--- src/rtl/hazard_ctrl.sv ---
// hazard_ctrl: pipeline hazard unit for the RISC-V datapath.
// Drives the stall, bubble and flush controls of the pipeline registers.
//
// Ports
//   clk, rst_n                      clock (rising edge), async active-low reset
//   rs1_if_id, rs2_if_id            sources of the instruction in ID
//   rs1_id_ex, rs2_id_ex, rd_id_ex  sources/dest of the instruction in EX
//   mem_read_id_ex                  EX instruction is a load
//   rd_ex_mem, rd_mem_wb            dest regs in MEM / WB
//   reg_write_ex_mem/_mem_wb        write enables in MEM / WB
//   mc_start                        multi-cycle op enters EX this cycle
//   branch_taken                    taken branch/jump resolved in EX
//   forward_rs1/2                   00 none, 01 from EX/MEM, 10 from MEM/WB
//   stall_pc, stall_if_id, stall_id_ex, bubble_id_ex, flush_if_id
//   mc_busy                         multi-cycle unit occupied
//   stall_cycles                    saturating count of stall_pc cycles
//
// state   | meaning
// RUN     | normal flow; branch, multi-cycle start and load-use handled here
// MC_WAIT | multi-cycle op holds EX; front end stalled
// FLUSH   | squashing wrong-path instructions after a taken branch
module hazard_ctrl #(
  parameter int REG_ADDR_W = 5,
  parameter int MC_LAT     = 4,
  parameter int FLUSH_CYC  = 2,
  parameter int CNT_W      = 16
) (
  input  logic                  clk,
  input  logic                  rst_n,
  input  logic [REG_ADDR_W-1:0] rs1_if_id,
  input  logic [REG_ADDR_W-1:0] rs2_if_id,
  input  logic [REG_ADDR_W-1:0] rs1_id_ex,
  input  logic [REG_ADDR_W-1:0] rs2_id_ex,
  input  logic [REG_ADDR_W-1:0] rd_id_ex,
  input  logic                  mem_read_id_ex,
  input  logic [REG_ADDR_W-1:0] rd_ex_mem,
  input  logic [REG_ADDR_W-1:0] rd_mem_wb,
  input  logic                  reg_write_ex_mem,
  input  logic                  reg_write_mem_wb,
  input  logic                  mc_start,
  input  logic                  branch_taken,
  output logic [1:0]            forward_rs1,
  output logic [1:0]            forward_rs2,
  output logic                  stall_pc,
  output logic                  stall_if_id,
  output logic                  stall_id_ex,
  output logic                  bubble_id_ex,
  output logic                  flush_if_id,
  output logic                  mc_busy,
  output logic [CNT_W-1:0]      stall_cycles
);

  localparam int MAX_CYC = (MC_LAT > FLUSH_CYC) ? MC_LAT : FLUSH_CYC;
  localparam int CW      = $clog2(MAX_CYC + 1);
  localparam logic [CW-1:0]    MC_LOAD = CW'(MC_LAT - 1);
  localparam logic [CW-1:0]    FL_LOAD = CW'(FLUSH_CYC - 1);
  localparam logic [CW-1:0]    CNT_ONE = CW'(1);
  localparam logic [CNT_W-1:0] SC_MAX  = '1;

  typedef enum logic [1:0] {RUN, MC_WAIT, FLUSH} state_t;

  state_t        state, state_nxt;
  logic [CW-1:0] cnt, cnt_nxt;
  logic          load_use;

  // EX/MEM is checked first so the youngest producer wins.
  function automatic logic [1:0] fwd_sel(
    input logic [REG_ADDR_W-1:0] rs,
    input logic [REG_ADDR_W-1:0] rd_mem,
    input logic                  we_mem,
    input logic [REG_ADDR_W-1:0] rd_wb,
    input logic                  we_wb
  );
    if (we_mem && rs == rd_mem && rs != '0)
      return 2'b01;
    else if (we_wb && rs == rd_wb && rs != '0)
      return 2'b10;
    return 2'b00;
  endfunction

  assign forward_rs1 = fwd_sel(rs1_id_ex, rd_ex_mem, reg_write_ex_mem, rd_mem_wb, reg_write_mem_wb);
  assign forward_rs2 = fwd_sel(rs2_id_ex, rd_ex_mem, reg_write_ex_mem, rd_mem_wb, reg_write_mem_wb);

  assign load_use = mem_read_id_ex && rd_id_ex != '0 &&
                    (rd_id_ex == rs1_if_id || rd_id_ex == rs2_if_id);

  always_ff @(posedge clk or negedge rst_n) begin
    if (!rst_n) begin
      state <= RUN;
      cnt   <= '0;
    end else begin
      state <= state_nxt;
      cnt   <= cnt_nxt;
    end
  end

  always_comb begin
    state_nxt    = state;
    cnt_nxt      = cnt;
    stall_pc     = 1'b0;
    stall_if_id  = 1'b0;
    stall_id_ex  = 1'b0;
    bubble_id_ex = 1'b0;
    flush_if_id  = 1'b0;
    mc_busy      = 1'b0;
    case (state)
      RUN: begin
        // A taken branch squashes the instructions behind it, so any
        // mc_start or load-use seen in the same cycle is wrong-path.
        if (branch_taken) begin
          flush_if_id  = 1'b1;
          bubble_id_ex = 1'b1;
          if (FLUSH_CYC > 1) begin
            state_nxt = FLUSH;
            cnt_nxt   = FL_LOAD;
          end
        end else if (mc_start) begin
          stall_pc    = 1'b1;
          stall_if_id = 1'b1;
          stall_id_ex = 1'b1;
          mc_busy     = 1'b1;
          if (MC_LAT > 1) begin
            state_nxt = MC_WAIT;
            cnt_nxt   = MC_LOAD;
          end
        end else if (load_use) begin
          stall_pc     = 1'b1;
          stall_if_id  = 1'b1;
          bubble_id_ex = 1'b1;
        end
      end
      MC_WAIT: begin
        stall_pc    = 1'b1;
        stall_if_id = 1'b1;
        stall_id_ex = 1'b1;
        mc_busy     = 1'b1;
        cnt_nxt     = cnt - CNT_ONE;
        if (cnt == CNT_ONE)
          state_nxt = RUN;
      end
      FLUSH: begin
        flush_if_id  = 1'b1;
        bubble_id_ex = 1'b1;
        cnt_nxt      = cnt - CNT_ONE;
        if (cnt == CNT_ONE)
          state_nxt = RUN;
      end
      default: begin
        state_nxt = RUN;
        cnt_nxt   = '0;
      end
    endcase
  end

  always_ff @(posedge clk or negedge rst_n) begin
    if (!rst_n)
      stall_cycles <= '0;
    else if (stall_pc && stall_cycles != SC_MAX)
      stall_cycles <= stall_cycles + CNT_W'(1);
  end

endmodule

--- config.mk ---
export PLATFORM = sky130hd
export DESIGN_NAME = hazard_ctrl
export DESIGN_NICKNAME = d
export VERILOG_FILES = /design/src/rtl/hazard_ctrl.sv
export SDC_FILE = /design/constraint.sdc
export NUM_CORES = 1
export LEC_CHECK = 0
export ABC_AREA = 1
export ABC_CLOCK_PERIOD_IN_PS = 4200
export BUFFER_PORTS_ARGS = -buffer_cell sky130_fd_sc_hd__buf_2
export CELL_PAD_IN_SITES_DETAIL_PLACEMENT = 1
export CELL_PAD_IN_SITES_GLOBAL_PLACEMENT = 1
export CORE_UTILIZATION = 36
export DETAILED_ROUTE_END_ITERATION = 6
export PLACE_DENSITY_LB_ADDON = 0.1
export SYNTH_ARGS = -nofsm -noshare
export SYNTH_HDL_FRONTEND = slang
export SYNTH_SLANG_ARGS = --single-unit
--- constraint.sdc ---
create_clock -name clk -period 4.2 [get_ports clk]
set_clock_uncertainty 0.2 [all_clocks]
set_input_delay 0.21 -clock clk [delete_from_list [all_inputs] [get_ports clk]]
set_output_delay 0.21 -clock clk [all_outputs]
set_load 0.005 [all_outputs]
==> impl_results.md <==
- Die Y: between 70 and 80 um
- Ys async rst share: 100%
- Num ports: 68
- Final Wtd Congestion: approximately 0.84
- Die width: 75.9 um
- Routed WL per cell: roughly 13 um
- ANT cells: 0
- Final setup fails: 0
- Cell row count: 26
- Clock Latency Late Sink: 0.27 ns
- Total number of vias: 2020
- CTS Buf Count: 3
- Drt first pass iters: 4
- Max incr delay on CP: 0.43 ns
- Area delta synth->final: 21.9%
- Worst slew pin tran: between 0.4 and 0.5 ns
- Pwr dens: 360 mW/mm^2
- First-pass GRT wire length: 9360 um
- Place WS: a little over 2 ns
- Final WL: between 5000 and 6000 um
- Top post-synthesis cells by area: dfrtp_1, nand2_1, inv_1, nand3_1, nand2_2
- CP delay by family, top: simple AND/OR/NAND/NOR gates
- CTS root buffer: clkbuf_8
- Startpoint Class: flip-flop
- Unrepaired setup endpoints after global routing: no
- Post-route cell area: 0.00240 sq mm
- Gr ovfl total: 0
- Setup WS post-layout: 1.91 ns
- Worst Hold Class: input pin to flip-flop
- CTS Sinks: 21
- Starting DRT DRC Count: 63
- Status: finished clean
- Setup_tns: 0 ns
- Highest clock rate: approximately 0.44 GHz
- WP data arrival: 1.88 ns
- DIE AREA: ~0.0058 sq mm
- Post-CTS Repair Setup Buffers: 0
- Synth warn: 0
- Core ar.: 0.00517 sq mm
- Worst EP required: 3.79 ns
- Fin nets: roughly 400
- Final hold violations: 0
- Crit-path cells: inv_1 -> ha_1 -> inv_1 -> nor2_1 -> nand2_1 -> nand2_1 -> inv_1 -> nand2_4 -> buf_2
- Leakage power: 1.33 nW
- Initial core utilization: between 30% and 40%
- Commonest non-fill, non-tap cells in the layout: buf_2, nand2_1, inv_1
- Largest net degree at the start of global routing: 22
- Max-slew headroom: 66.9%
- H-tree levels: 1
- Syn Nets: 329
- Flops & latches, synth: 21
- Final worst path period share: between 50% and 60%
- Synth cell types: 34
- Tot GR Track Use: 19.8%
- Slowest cell on crit path: dfrtp_1
- Syn Area/Cell: 7.02 sq um
- Fill count: 719
- DR DRC count: 0
- Worst-path clk slew: 0.08 ns
- Commonest non-fill, non-tap cell in the layout: buf_2
- Yosys top cell by area: dfrtp_1
- Synthesized cell area: 0.00197 sq mm
- Max cap viols: 0
- Post_cts resized: 0
- Post-route ant nets: 0
- EDFF count, synth: 0
- Clk buf depth: 2
- Synthesized netlist cell count: 280
- Synth top area share: around a quarter
- Final hold slack: between 0.08 and 0.09 ns
- CP dominant cell by count: inv_1
- Share of cells above drive strength 1: 30.0%
- VDD IR-drop max: ~190 uV
- CP max FO: 19
- Nature of the critical path endpoint: output pin
- WP buf/inv: 4
- Port Buffers: 67
- CTS tree: built
- Initial antenna violation count: 0
- Type of the worst setup path: flip-flop to output pin
- Area post-placement: between 0.002 and 0.0025 sq mm
- Top FF cell, synth: dfrtp_1
- Post-DP HPWL: roughly 4500 um
- Vias/cell: 4.84
- Final Util: 46.4%
- Hold_buf cts: 1
- Vias in the first global route: 2121
- Sequential area share after synthesis: around a quarter
- Max-slew violation count: 0
- Fin crit period: 2.29 ns
power by group:
part | switching (mW) | internal, mW | leakage (nW)
registers | 0.0480 | 0.244 | 0.281
clock network | 0.0727 | 0.0663 | 0.0255
logic | 0.265 | 0.168 | 1.02
total | 0.386 | 0.479 | 1.33
synthesized netlist by cell type, types with 6 or more instances:
library cell,number
inv_1,41
nand4_1,6
dfrtp_1,21
nand2_1,65
nand3_1,25
xor2_1,13
xnor2_1,13
nand2_2,19
ha_1,7
nor2_1,21
o21ai_0,6
worst min-delay path: stages:
cell	delay [ns]
buf_2	0.11
nand2_1	0.08
o21ai_0	0.09
registers in the layout, indices dropped and copies added, names as in the netlist:
name / cells
cnt: 3
stall_cycles: 16
state: 2
per-layer routing:
| metal | track usage [%] | part of all wire [%] |
|---|---|---|
| met3 | 2.65 | 4.6 |
| met4 | 5.77 | 1.1 |
| met5 | 0 | 0 |
| met1 | 24.7 | 46 |
| met2 | 35.5 | 48 |
worst paths after layout:
check | from | to | slack [ns] | depth (start not counted)
worst max-delay path | state[1]$_DFFE_PN0P_ | stall_pc | 1.91 | 9
worst min-delay path | branch_taken | state[1]$_DFFE_PN0P_ | 0.08 | 3
worst max register to register | state[1]$_DFFE_PN0P_ | stall_cycles[2]$_DFFE_PN0P_ | 2.06 | 11
worst min register to register | state[0]$_DFFE_PN0P_ | state[0]$_DFFE_PN0P_ | 0.35 | 2
max in group asynchronous | rst_n | stall_cycles[0]$_DFFE_PN0P_ | 3.23 | 2
min in group asynchronous | rst_n | stall_cycles[9]$_DFFE_PN0P_ | 0.23 | 2
kinds of logic (layout without fill, tap and decap cells):
group	Yosys count	after routing	share of synthesized area [%]
AOI/OAI and AO/OA	20	20	6.49
and+or+nand+nor	155	155	39.6
adders and majority gates	7	7	4.45
buffers and inverters	51	118	11.2
DFF	21	21	26.7
xor gates and xnor gates	26	26	11.6
through the flow:
stage                     cells  total power [mW]
final                       417             0.864
after global routing        417             0.957
after CTS                   417             0.879
after detailed placement    412             0.735
after global placement      412             0.722
after floorplan             280             0.609
layout make-up:
cell class / count / area [sq um] / area share, %
clock inverter: 1 / 5.00 / 0.209
multi-input combinational: 208 / 1220 / 50.9
clock buffer: 3 / 41.3 / 1.72
sequential: 21 / 526 / 21.9
timing repair buffer: 68 / 345 / 14.4
tap: 70 / 87.6 / 3.65
inverter: 46 / 173 / 7.20
Note: power is estimated with default switching activity, not from simulation.
